**src/rtl/image_encrypter.sv**
```systemverilog
`default_nettype none
// ============================================================================
//  Module      : image_encrypter
//  Description : Walks a plaintext image in a synchronous ROM byte by byte,
//                encrypts each byte with a keyed LFSR keystream plus
//                ciphertext chaining, and writes it to an image RAM port.
//                Three cycles per byte (ADDR, DATA, WRITE).
//  Revision    : 1.0  initial release
// ============================================================================
module image_encrypter #(
  parameter int ADDR_W    = 15,
  parameter int IMG_BYTES = 19200
) (
  input  logic              clk,
  input  logic              rst,         // asynchronous, active-low
  input  logic              start,
  input  logic [7:0]        key,
  input  logic [7:0]        plain_data,
  output logic [ADDR_W-1:0] read_addr,
  output logic [ADDR_W-1:0] write_addr,
  output logic [7:0]        cipher_data,
  output logic              write_en,
  output logic              busy,
  output logic              done
);

  typedef enum logic [2:0] {
    S_IDLE  = 3'd0,
    S_ADDR  = 3'd1,
    S_DATA  = 3'd2,
    S_WRITE = 3'd3,
    S_DONE  = 3'd4
  } state_t;

  // Terminal index; computed at ADDR_W width so IMG_BYTES == 2**ADDR_W
  // compares against all-ones instead of overflowing.
  localparam logic [ADDR_W-1:0] LAST_IDX = ADDR_W'(IMG_BYTES - 1);

  state_t            state_q, state_d;
  // Only the rotate amount of the key is needed after the start edge; the
  // full key seeds the LFSR and the chain register directly at that edge.
  logic [2:0]        key_rot_q, key_rot_d;
  logic [7:0]        lfsr_q, lfsr_d;
  logic [7:0]        chain_q, chain_d;
  logic [ADDR_W-1:0] index_q, index_d;
  logic [ADDR_W-1:0] read_addr_q, read_addr_d;
  logic [ADDR_W-1:0] write_addr_q, write_addr_d;
  logic [7:0]        cipher_q, cipher_d;

  logic [7:0]        seed;
  logic [7:0]        mixed;
  logic [15:0]       mixed_dbl;
  logic [7:0]        cipher_next;

  // Keystream seed substitution and the per-byte cipher datapath.
  always_comb begin
    seed        = (key == 8'h00) ? 8'hA5 : key;
    mixed       = plain_data ^ lfsr_q;
    mixed_dbl   = {mixed, mixed} << key_rot_q;
    cipher_next = mixed_dbl[15:8] + chain_q;
  end

  // Next-state and datapath updates for the ADDR/DATA/WRITE byte loop.
  always_comb begin
    state_d      = state_q;
    key_rot_d    = key_rot_q;
    lfsr_d       = lfsr_q;
    chain_d      = chain_q;
    index_d      = index_q;
    read_addr_d  = read_addr_q;
    write_addr_d = write_addr_q;
    cipher_d     = cipher_q;
    case (state_q)
      S_IDLE, S_DONE: begin
        if (start) begin
          key_rot_d   = key[2:0];
          lfsr_d      = seed;
          chain_d     = key;
          index_d     = '0;
          read_addr_d = '0;
          state_d     = S_ADDR;
        end
      end
      S_ADDR: begin
        state_d = S_DATA;
      end
      S_DATA: begin
        cipher_d     = cipher_next;
        write_addr_d = index_q;
        chain_d      = cipher_next;
        lfsr_d       = {lfsr_q[6:0], lfsr_q[7] ^ lfsr_q[5] ^ lfsr_q[4] ^ lfsr_q[3]};
        state_d      = S_WRITE;
      end
      S_WRITE: begin
        if (index_q == LAST_IDX) begin
          state_d = S_DONE;
        end else begin
          index_d     = index_q + ADDR_W'(1);
          read_addr_d = index_q + ADDR_W'(1);
          state_d     = S_ADDR;
        end
      end
      default: state_d = S_IDLE;
    endcase
  end

  // State and datapath registers with asynchronous active-low clear.
  always_ff @(posedge clk or negedge rst) begin
    if (!rst) begin
      state_q      <= S_IDLE;
      key_rot_q    <= '0;
      lfsr_q       <= '0;
      chain_q      <= '0;
      index_q      <= '0;
      read_addr_q  <= '0;
      write_addr_q <= '0;
      cipher_q     <= '0;
    end else begin
      state_q      <= state_d;
      key_rot_q    <= key_rot_d;
      lfsr_q       <= lfsr_d;
      chain_q      <= chain_d;
      index_q      <= index_d;
      read_addr_q  <= read_addr_d;
      write_addr_q <= write_addr_d;
      cipher_q     <= cipher_d;
    end
  end

  // Status and strobe outputs decode directly from the state register.
  always_comb begin
    read_addr   = read_addr_q;
    write_addr  = write_addr_q;
    cipher_data = cipher_q;
    write_en    = (state_q == S_WRITE);
    busy        = (state_q == S_ADDR) || (state_q == S_DATA) || (state_q == S_WRITE);
    done        = (state_q == S_DONE);
  end

endmodule
`default_nettype wire
```
**config.mk**
```make
export PLATFORM = sky130hd
export DESIGN_NAME = image_encrypter
export DESIGN_NICKNAME = d
export VERILOG_FILES = /design/src/rtl/image_encrypter.sv
export SDC_FILE = /design/constraint.sdc
export NUM_CORES = 1
export LEC_CHECK = 0
export ABC_AREA = 1
export BUFFER_PORTS_ARGS = -buffer_cell sky130_fd_sc_hd__buf_2
export CAP_MARGIN = 30
export CORE_AREA = 2 2 95 97
export DETAILED_ROUTE_END_ITERATION = 6
export DIE_AREA = 0 0 97 99
export MAX_ROUTING_LAYER = met4
export PLACE_DENSITY = 0.66
export SKIP_LAST_GASP = 1
export SYNTH_ARGS = -nofsm -noshare
export SYNTH_HDL_FRONTEND = slang
export SYNTH_SLANG_ARGS = --single-unit
export TNS_END_PERCENT = 10
```
**constraint.sdc**
```tcl
create_clock -name clk -period 4.85 [get_ports clk]
set_input_delay 0.7275 -clock clk [delete_from_list [all_inputs] [get_ports clk]]
set_output_delay 0.7275 -clock clk [all_outputs]
set_load 0.02 [all_outputs]
```
==> results.rst, run 1 <==
.. list-table::
   :header-rows: 1

   * - Metric
     - Value
   * - Number of top-level design ports
     - 60
   * - Post-CTS Setup Bufs
     - 0
   * - Post-Synthesis Cell Area
     - 0.00337 mm2
   * - Series of cell instances along the critical path
     - inv_2, nand3_1, nand2_1, o21ai_0, o21ai_0, ha_1, fa_1, nand3_1, nand3_1, nand2_1, nand2_1, a21oi_1, xnor2_1, nand2_1, a21oi_1
   * - Tightest hold margin
     - 480 ps
   * - Worst Setup EP
     - chain_q[6]
   * - Avg Synthesized Cell Area
     - 7.80 um2
   * - Shortest period the worst path allows
     - 2780 ps
   * - Area of the core
     - ~0.0086 mm2
   * - Primary flip-flop cell chosen by synthesis mapping
     - dfrtp_1
   * - Worst Skew
     - about 5.2 ps
   * - Overall overflow remaining after global route
     - 0
   * - Post-synthesis cell count
     - 432
   * - Clock latency at the later pin of the worst-skew pair
     - 340 ps
   * - Wire length reported by the detailed router
     - 9210 um
   * - Hold buffer count at CTS
     - 0
   * - Share of post-route cells with drive strength above 1
     - 0.179
   * - Overall routing resource usage
     - 0.199
   * - Number of buffers added by the clock tree synthesis step
     - 9
   * - Sequential cell area fraction in the yosys report
     - 0.446
   * - Via count of the first global-routing pass
     - 2932
   * - Cell family contributing the most delay on the critical path
     - adder cells
   * - Maximum clock frequency
     - 0.360 GHz
   * - Net count reported at finish
     - 520
   * - DRC violation count after routing
     - 0
   * - Half-perimeter wire length after placement
     - 6750 um
   * - Cell type with the highest occurrence count on the critical path
     - nand2_1
   * - Levels on crit path
     - 15
   * - First-pass GRT wire length
     - 14700 um
   * - Share of the clock period used by the worst path
     - 0.573
   * - Critical Path Slowest Stage Cell
     - dfrtp_1
   * - Number of flops mapped to enable cells by yosys
     - 0
   * - Total power divided by cell area
     - around 750 mW/mm2
   * - Drt first-iter violations
     - 161
   * - Crit-path max FO
     - 9
   * - Number of detailed-route iterations in the first pass
     - 5
   * - #FFs+latches synth
     - 60
   * - Worst Tran Pin Value
     - 753 ps
   * - Endpoints failing hold
     - 0
   * - VDD IR-drop max
     - 321 uV
   * - Commonest cells after routing, fill and taps aside
     - 113 x nand2_1, 60 x dfrtp_1, 59 x buf_2
   * - Static power due to leakage
     - 1.99 nW
   * - Clock-pin slew on the worst setup and hold paths
     - 70 ps
   * - Worst endpoint data arrival time
     - approximately 3000 ps
   * - CP Class
     - reg -> reg
   * - Number of violations of the max-capacitance limit
     - 0
   * - Final setup vio count
     - 0
   * - Synthesis-to-finish area growth
     - 16.9%
   * - Clock H-tree levels
     - 3
   * - Total of cells resized after clock tree synthesis
     - 0
   * - Share of synthesized flip-flops with an asynchronous set or reset
     - 1.00
   * - Maximum cell stage delay along the critical path
     - 520 ps
   * - Clock tree from TritonCTS
     - done
   * - Fillers
     - 862
   * - Average wire per standard cell
     - about 15 um
   * - Reg-to-Reg End
     - chain_q[6]
   * - Rows
     - 34
   * - Clk root buf
     - clkbuf_8
   * - Number of distinct library cells after synthesis
     - 38
   * - Gp weighted congestion
     - roughly 0.97
   * - RSZ-0062 raised after global routing
     - no
   * - Beginning of the worst register-to-register path
     - key_rot_q[0]
   * - Via total after detailed routing
     - 3216
   * - Critical path origin
     - key_rot_q[0]
   * - Die W
     - 97 um
   * - Worst Path Buf+Inv
     - 1
   * - Die height
     - 99 um
   * - Number of cells on the worst reg-to-reg path
     - 15
   * - Worst Setup End Kind
     - flop
   * - ANT cells
     - 0
   * - Per-cell via count in the routed design
     - 5.32
   * - Leading cell type in the layout, fill and taps excluded
     - nand2_1
   * - Starting utilization of the core area
     - 0.394
   * - Number of warnings reported in the yosys synthesis log
     - 0
   * - Required time worst endpoint
     - ~5100 ps
   * - Maximum buffer depth of the clock tree
     - 2
   * - Quantity of I/O buffers inserted on ports
     - 59
   * - Kind of path behind the tightest hold check
     - reg -> reg
   * - Setup TNS
     - 0 ps
   * - Overall power after layout
     - 2.94 mW
   * - Antenna violations before repair
     - 0
   * - Relative slew slack
     - 0.498
   * - Slack of the worst reg-to-reg path
     - 2070 ps
   * - Startpoint kind of the worst setup timing path
     - flop
   * - Result of the run
     - completed
   * - Number of antenna-violating nets in the routed design
     - 0
   * - Largest net degree at the start of global routing
     - between 60 and 70
   * - Max-slew violations
     - 0
   * - Total Die Area
     - 0.00960 mm2
   * - Post-synthesis net count
     - 460
   * - Number of clock sinks
     - 60
-- where the power goes --
group          internal (mW)  switching, mW  total, mW  leakage [nW]
Combinational          0.548           1.09       1.64          1.12
Sequential             0.692          0.164      0.856         0.771
Clock                  0.235          0.207      0.442        0.0931
Total                   1.47           1.46       2.94          1.99
-- worst min-delay path by stage --
stage                           to            from  cells past startpoint
floorplan               chain_q[0]             rst                      0
global placement     write_addr[9]   write_addr[9]                      2
detailed placement  cipher_data[1]  cipher_data[1]                      2
CTS                 cipher_data[4]  cipher_data[4]                      2
global route        cipher_data[1]  cipher_data[1]                      2
finish              cipher_data[4]  cipher_data[4]                      2
-- through the flow --
stage	utilization	cells	instance area (um2)	setup WS (ps)
finish	0.460	605	3940	2070
global route	0.460	605	3940	1810
CTS	0.460	605	3940	2080
detailed placement	0.439	589	3750	1870
global placement	0.439	589	3750	1930
floorplan	-	432	3370	2230
-- final cells by class --
| type | instances | area [um2] | area share |
|---|---|---|---|
| Multi-Input combinational cell | 310 | 1620 | 0.411 |
| Sequential cell | 60 | 1500 | 0.381 |
| Timing Repair Buffer | 61 | 310 | 0.0788 |
| Inverter | 50 | 189 | 0.0480 |
| Tap cell | 108 | 135 | 0.0343 |
| Clock buffer | 11 | 131 | 0.0334 |
| Clock inverter | 5 | 52.6 | 0.0133 |
-- synth_stat cells, types with 5 or more instances --
| cell type | instances | area (um2) |
|---|---|---|
| a21oi_1 | 12 | 60.1 |
| buf_2 | 6 | 30.0 |
| dfrtp_1 | 60 | 1500 |
| ha_1 | 8 | 100 |
| inv_1 | 42 | 158 |
| nand2_1 | 113 | 424 |
| nand3_1 | 53 | 265 |
| nand4_1 | 6 | 37.5 |
| nor2_1 | 23 | 86.3 |
| nor3_1 | 6 | 30.0 |
| o21ai_0 | 38 | 190 |
| o22ai_1 | 5 | 31.3 |
| xor2_1 | 10 | 87.6 |
-- registers in the layout (all words and copies together), names as in the netlist --
signal and count:
chain_q 8, key_rot_q 3, lfsr_q 8, write_addr 15
cipher_data 8, read_addr 15, state_q 3
-- per-layer routing --
layer,routed length (um),vias up,GRT usage
li1,-,1569,-
met1,4020,1526,0.250
met4,108,0,0.0531
met3,575,12,0.0482
met5,0,-,-
met2,4510,109,0.325
-- worst register-to-register path, cell delays in order (launching register included) --
cell and delay [ps]:
dfrtp_1 520, inv_2 150, nand3_1 110, nand2_1 80, o21ai_0 230, o21ai_0 150
ha_1 250, fa_1 420, nand3_1 90, nand3_1 100, nand2_1 70, nand2_1 50
a21oi_1 140, xnor2_1 130, nand2_1 80, a21oi_1 130
-- cells by family after synthesis --
group,after synthesis,share of synthesized area
XOR/XNOR,13,0.0338
AO/OA/AOI/OAI,78,0.137
buffers and inverters,62,0.0739
flip-flops,60,0.446
adder cells (fa/ha/maj),9,0.0357
AND/OR/NAND/NOR,210,0.274
Note: power is estimated with default switching activity, not from simulation.
==> run 2: changes to the inputs <==
Clock period 4.85 ns to 2.7 ns, I/O delays scaled along.
==> results.rst, run 2 (synthesized netlist as in run 1, its figures left out) <==
.. list-table::
   :header-rows: 1

   * - Metric
     - Value
   * - First-pass GRT wire length
     - 14600 um (was 14700 um)
   * - Share of post-route cells with drive strength above 1
     - 0.197 (was 0.179)
   * - Kind of path behind the tightest hold check
     - in -> async (was reg -> reg)
   * - ANT cells
     - 0 (unchanged)
   * - Share of the core filled with cells in the final layout
     - 0.467 (was 0.460)
   * - Worst endpoint data arrival time
     - 2810 ps (was 3050 ps)
   * - Per-cell via count in the routed design
     - 5.18 (was 5.32)
   * - Rows
     - 34 (unchanged)
   * - Maximum clock frequency
     - 0.394 GHz (was 0.360 GHz)
   * - Total power divided by cell area
     - 1350 mW/mm2 (was 746 mW/mm2)
   * - Number of clock sinks
     - 60 (unchanged)
   * - Largest net degree at the start of global routing
     - 61 (unchanged)
   * - Maximum buffer depth of the clock tree
     - 2 (unchanged)
   * - Antenna violations before repair
     - 0 (unchanged)
   * - Gp weighted congestion
     - 0.903 (was 0.966)
   * - Net count reported at finish
     - 526 (was 520)
   * - Half-perimeter wire length after placement
     - 6830 um (was 6750 um)
   * - Number of violations of the max-capacitance limit
     - 0 (unchanged)
   * - Wire length reported by the detailed router
     - 9070 um (was 9210 um)
   * - Shortest period the worst path allows
     - 2540 ps (was 2780 ps)
   * - DRC violation count after routing
     - 0 (unchanged)
   * - Drt first-iter violations
     - 161 (unchanged)
   * - Crit-path max FO
     - 4 (was 9)
   * - Static power due to leakage
     - 2.01 nW (was 1.99 nW)
   * - Share of the clock period used by the worst path
     - 0.939 (was 0.573)
   * - CP Class
     - reg -> reg (unchanged)
   * - Hold buffer count at CTS
     - 0 (unchanged)
   * - Number of buffers added by the clock tree synthesis step
     - 9 (unchanged)
   * - Via count of the first global-routing pass
     - 2985 (was 2932)
   * - Number of antenna-violating nets in the routed design
     - 0 (unchanged)
   * - Number of top-level design ports
     - 60 (unchanged)
   * - Worst Skew
     - 15.7 ps (was 5.23 ps)
   * - Leading cell type in the layout, fill and taps excluded
     - nand2_1 (unchanged)
   * - Endpoints failing hold
     - 0 (unchanged)
   * - Via total after detailed routing
     - 3167 (was 3216)
   * - Clk root buf
     - clkbuf_8 (unchanged)
   * - Overall overflow remaining after global route
     - 0 (unchanged)
   * - VDD IR-drop max
     - 488 uV (was 321 uV)
   * - Final setup vio count
     - 0 (unchanged)
   * - Total Die Area
     - 0.00960 mm2 (unchanged)
   * - Average wire per standard cell
     - 14.8 um (was 15.2 um)
   * - Required time worst endpoint
     - 2970 ps (was 5120 ps)
   * - Quantity of I/O buffers inserted on ports
     - 59 (unchanged)
   * - Number of detailed-route iterations in the first pass
     - 4 (was 5)
   * - Clock latency at the later pin of the worst-skew pair
     - 350 ps (was 340 ps)
   * - Relative slew slack
     - 0.497 (was 0.498)
   * - Clock tree from TritonCTS
     - done (unchanged)
   * - Clock-pin slew on the worst setup and hold paths
     - 80 ps (was 70 ps)
   * - Slack of the worst reg-to-reg path
     - 160 ps (was 2070 ps)
   * - Pre-CTS setup slack
     - 39.7 ps (was 1870 ps)
   * - Result of the run
     - completed (unchanged)
   * - Fillers
     - 881 (was 862)
   * - Commonest cells after routing, fill and taps aside
     - 113 x nand2_1, 60 x dfrtp_1, 59 x buf_2 (unchanged)
   * - Worst Tran Pin Value
     - 755 ps (was 753 ps)
   * - Setup TNS
     - 0 ps (unchanged)
   * - Tightest hold margin
     - 211 ps (was 480 ps)
   * - Synthesis-to-finish area growth
     - 18.6% (was 16.9%)
   * - Area of the core
     - 0.00855 mm2 (unchanged)
   * - Dpl cell area
     - 0.00378 mm2 (was 0.00375 mm2)
   * - Clock H-tree levels
     - 3 (unchanged)
   * - Worst Setup End Kind
     - flop (unchanged)
   * - Startpoint kind of the worst setup timing path
     - flop (unchanged)
   * - Die height
     - 99 um (unchanged)
   * - Die W
     - 97 um (unchanged)
   * - Max-slew violations
     - 0 (unchanged)
   * - Worst Slack Setup Final
     - 164 ps (was 2070 ps)
   * - Post-route standard cell area excluding fillers
     - 0.00400 mm2 (was 0.00394 mm2)
   * - RSZ-0062 raised after global routing
     - yes (was no)
   * - Starting utilization of the core area
     - 0.394 (unchanged)
   * - Overall routing resource usage
     - 0.198 (was 0.199)
[run 2: cell types whose count changed in the layout (fill, tap and decap cells not counted), sizes merged]
| cell | before | now |
|---|---|---|
| buf | 61 | 67 |
[run 2: worst paths after layout]
kind                                start        endpoint  cells after the start
min in group clk                   key[2]    key_rot_q[2]                      3
min reg2reg                cipher_data[3]  cipher_data[3]                      2
max reg2reg                  key_rot_q[0]      chain_q[6]                     17
max                          key_rot_q[0]      chain_q[6]                     17
max in group asynchronous             rst    key_rot_q[2]                      2
min                                   rst   write_addr[6]                      2
[run 2: area by class of cell]
type / count / area (um2) / share of cell area
inverter: 50 / 189 / 0.0473
timing repair buffer: 67 / 355 / 0.0889
tap: 108 / 135 / 0.0338
clock inverter: 5 / 52.6 / 0.0132
clock buffer: 11 / 131 / 0.0329
multi-input combinational: 310 / 1630 / 0.408
sequential: 60 / 1500 / 0.376
[run 2: what timing repair did]
item,4_1_cts,5_1_grt
setup endpoints to repair,0,5
resized for setup,0,5
setup buffers,0,2
[run 2: power breakdown]
part           internal (mW)  switching (mW)  total (mW)  leakage, nW
sequential              1.24           0.273        1.52        0.771
combinational           1.07            2.01        3.08         1.15
clock                  0.422           0.373       0.795       0.0931
total                   2.73            2.66        5.39         2.01
[run 2: stage by stage]
step | instances | total power, mW
floorplan | 432 | 3.70
global placement | 593 | 4.49
detailed placement | 593 | 4.54
CTS | 609 | 5.35
global route | 611 | 5.85
finish | 611 | 5.39
[run 2: metal layers]
layer  routed length, um  GRT usage
met1                3930      0.241
met2                4500      0.329
met3                 482     0.0319
met4                 156     0.0802
met5                   0          -
[run 2: critical path, stage by stage (launching register included)]
cell     delay [ps]
dfrtp_1         400
buf_4           160
nand3_1          80
nand2_1          60
o21ai_0         140
inv_1            80
nand2_1          50
o21ai_0         100
ha_2            220
fa_2            350
nand3_1          80
nand3_1         100
nand2_1          70
nand2_1          60
a21oi_2         150
xnor2_1         130
nand2_1          90
a21oi_1         130
==> run 3: changes to the inputs <==
Settings changed: PLACE_DENSITY 0.66 to 0.63.
==> results.rst, run 3 (synthesized netlist as in run 1, its figures left out) <==
.. list-table::
   :header-rows: 1

   * - Metric
     - Value
   * - Result of the run
     - completed (unchanged)
   * - Kind of path behind the tightest hold check
     - in -> async (unchanged)
   * - Share of the clock period used by the worst path
     - 0.940 (was 0.939)
   * - Clk root buf
     - clkbuf_8 (unchanged)
   * - Cell-internal power
     - 2.63 mW (was 2.73 mW)
   * - Synthesis-to-finish area growth
     - 17.8% (was 18.6%)
   * - Gp weighted congestion
     - 0.935 (was 0.903)
   * - Clock network fraction of design power
     - 0.131 (was 0.148)
   * - Static power due to leakage
     - 1.99 nW (was 2.01 nW)
   * - Setup TNS
     - 0 ps (unchanged)
   * - Required time worst endpoint
     - 2980 ps (was 2970 ps)
   * - Beginning of the worst register-to-register path
     - key_rot_q[0] (unchanged)
   * - Clock tree from TritonCTS
     - done (unchanged)
   * - Reg-to-Reg End
     - chain_q[6] (unchanged)
   * - VDD IR-drop max
     - 650 uV (was 488 uV)
   * - Power share of the sequential group
     - 0.289 (was 0.281)
   * - Slack of the worst reg-to-reg path
     - 160 ps (about the same)
   * - Crit-path max FO
     - 6 (was 4)
   * - Relative slew slack
     - 0.467 (was 0.497)
   * - Post-route standard cell area excluding fillers
     - 0.00397 mm2 (was 0.00400 mm2)
   * - Share of the core filled with cells in the final layout
     - 0.464 (was 0.467)
   * - Largest net degree at the start of global routing
     - 56 (was 61)
   * - Via count of the first global-routing pass
     - 2962 (was 2985)
   * - Total Die Area
     - 0.00960 mm2 (unchanged)
   * - Total net switching power
     - 2.68 mW (was 2.66 mW)
   * - Maximum clock frequency
     - 0.394 GHz (about the same)
   * - Total power divided by cell area
     - 1340 mW/mm2 (was 1350 mW/mm2)
   * - Die W
     - 97 um (unchanged)
   * - Clock H-tree levels
     - 3 (unchanged)
   * - Fillers
     - 836 (was 881)
   * - Shortest period the worst path allows
     - 2540 ps (about the same)
   * - Area of the core
     - 0.00855 mm2 (unchanged)
   * - Maximum buffer depth of the clock tree
     - 2 (unchanged)
   * - Area used by multi-input combinational logic
     - 0.00163 mm2 (unchanged)
   * - Endpoints failing hold
     - 0 (unchanged)
   * - Max-slew violations
     - 0 (unchanged)
   * - Rows
     - 34 (unchanged)
   * - Sw Ratio
     - 0.505 (was 0.493)
   * - Via total after detailed routing
     - 3179 (was 3167)
   * - Half-perimeter wire length after placement
     - 6770 um (was 6830 um)
   * - Clock latency at the later pin of the worst-skew pair
     - 350 ps (about the same)
   * - Quantity of I/O buffers inserted on ports
     - 59 (unchanged)
   * - Number of clock sinks
     - 60 (unchanged)
   * - CP Class
     - reg -> reg (unchanged)
   * - Starting utilization of the core area
     - 0.394 (unchanged)
   * - Net count reported at finish
     - 525 (was 526)
   * - Clock-pin slew on the worst setup and hold paths
     - 70 ps (was 80 ps)
   * - Number of antenna-violating nets in the routed design
     - 0 (unchanged)
   * - Number of buffers added by the clock tree synthesis step
     - 9 (unchanged)
   * - Number of violations of the max-capacitance limit
     - 0 (unchanged)
   * - Commonest cells after routing, fill and taps aside
     - 113 x nand2_1, 59 x buf_2, 58 x dfrtp_1 (was 113 x nand2_1, 60 x dfrtp_1, 59 x buf_2)
   * - Cell count after placement
     - 591 (was 593)
   * - Antenna violations before repair
     - 0 (unchanged)
   * - First-pass GRT wire length
     - 14700 um (was 14600 um)
   * - ANT cells
     - 0 (unchanged)
   * - Leading cell type in the layout, fill and taps excluded
     - nand2_1 (unchanged)
   * - Pre-CTS setup slack
     - 7.75 ps (was 39.7 ps)
   * - Die height
     - 99 um (unchanged)
   * - Worst Setup End Kind
     - flop (unchanged)
   * - Final setup vio count
     - 0 (unchanged)
   * - Worst Slack Setup Final
     - 161 ps (was 164 ps)
   * - Comb pwr share
     - 0.581 (was 0.571)
   * - Overall routing resource usage
     - 0.197 (was 0.198)
   * - Number of cells on the worst reg-to-reg path
     - 17 (unchanged)
   * - Hold buffer count at CTS
     - 0 (unchanged)
   * - Drt first-iter violations
     - 192 (was 161)
   * - Dpl cell area
     - 0.00377 mm2 (was 0.00378 mm2)
   * - RSZ-0062 raised after global routing
     - no (was yes)
   * - Worst endpoint data arrival time
     - 2820 ps (was 2810 ps)
   * - Per-cell via count in the routed design
     - 5.22 (was 5.18)
   * - Startpoint kind of the worst setup timing path
     - flop (unchanged)
   * - Overall overflow remaining after global route
     - 0 (unchanged)
   * - Wire length reported by the detailed router
     - 9170 um (was 9070 um)
   * - Number of standard cells in the final layout excluding fillers
     - 609 (was 611)
   * - DRC violation count after routing
     - 0 (unchanged)
   * - Average wire per standard cell
     - 15.1 um (was 14.8 um)
   * - Worst Tran Pin Value
     - 800 ps (was 755 ps)
   * - Number of top-level design ports
     - 60 (unchanged)
   * - Worst Skew
     - 13.0 ps (was 15.7 ps)
   * - Share of post-route cells with drive strength above 1
     - 0.200 (was 0.197)
   * - Storage element area
     - 0.00150 mm2 (about the same)
   * - Number of detailed-route iterations in the first pass
     - 4 (unchanged)
## run 3: cell types whose count changed in the layout (fill, tap and decap cells not counted), sizes merged
| cell | before | now |
|---|---|---|
| clkinvlp | 1 | 2 |
| clkbuf | 11 | 10 |
| bufinv | 1 | 0 |
| buf | 67 | 66 |
## run 3: layer usage
| layer | track usage | vias up | routed length [um] |
|---|---|---|---|
| met1 | 0.266 | 1494 | 4240 |
| li1 | - | 1578 | - |
| met4 | 0.0726 | 0 | 161 |
| met5 | - | - | 0 |
| met2 | 0.304 | 90 | 4300 |
| met3 | 0.0262 | 17 | 459 |
## run 3: power groups by stage
| stage | Sequential, mW | Combinational, mW | Clock, mW |
|---|---|---|---|
| detailed placement | 1.54 | 2.94 | 0 |
| finish | 1.53 | 3.08 | 0.695 |
| global placement | 1.53 | 2.90 | 0 |
| CTS | 1.53 | 2.97 | 0.700 |
| floorplan | 1.66 | 2.04 | 0 |
| global route | 1.58 | 3.46 | 0.736 |
## run 3: worst max path at each step
stage,startpoint,endpoint,cells past startpoint
after floorplan,key_rot_q[0],chain_q[6],18
after global placement,key_rot_q[0],chain_q[6],17
after detailed placement,plain_data[4],chain_q[6],19
after CTS,key_rot_q[0],chain_q[6],17
after global routing,key_rot_q[0],chain_q[6],17
final,key_rot_q[0],chain_q[6],17
## run 3: final cells by class
| type | count | share of cell area |
|---|---|---|
| clock inverters | 5 | 0.00757 |
| flip-flops and latches | 60 | 0.379 |
| repair buffers | 66 | 0.0877 |
| multi-input cells | 310 | 0.411 |
| clock buffers | 10 | 0.0322 |
| inverters | 50 | 0.0483 |
| well taps | 108 | 0.0341 |
## run 3: worst max-delay path: stages (launching register included)
cell and delay [ps]:
dfrtp_2 460, buf_4 170, nand3_1 110, nand3_1 80, o21ai_0 90, inv_1 80
nand2_1 60, o21ai_1 90, ha_2 220, fa_2 340, nand3_1 70, nand3_1 100
nand2_1 70, nand2_1 60, a21oi_2 130, xnor2_1 120, nand2_1 80, a21oi_1 130
## run 3: stage by stage
stage	total power [mW]	hold slack [ps]
2_1_floorplan	3.70	109
3_3_place_gp	4.43	461
3_5_place_dp	4.48	464
4_1_cts	5.20	172
5_1_grt	5.77	211
6_report	5.30	141
## run 3: what timing repair did
item / CTS / global route
endpoints found under the hold margin: 0 / 0
endpoints found under the setup margin: 0 / 9
gates resized for setup: 0 / 11
buffers inserted: 0 / 3
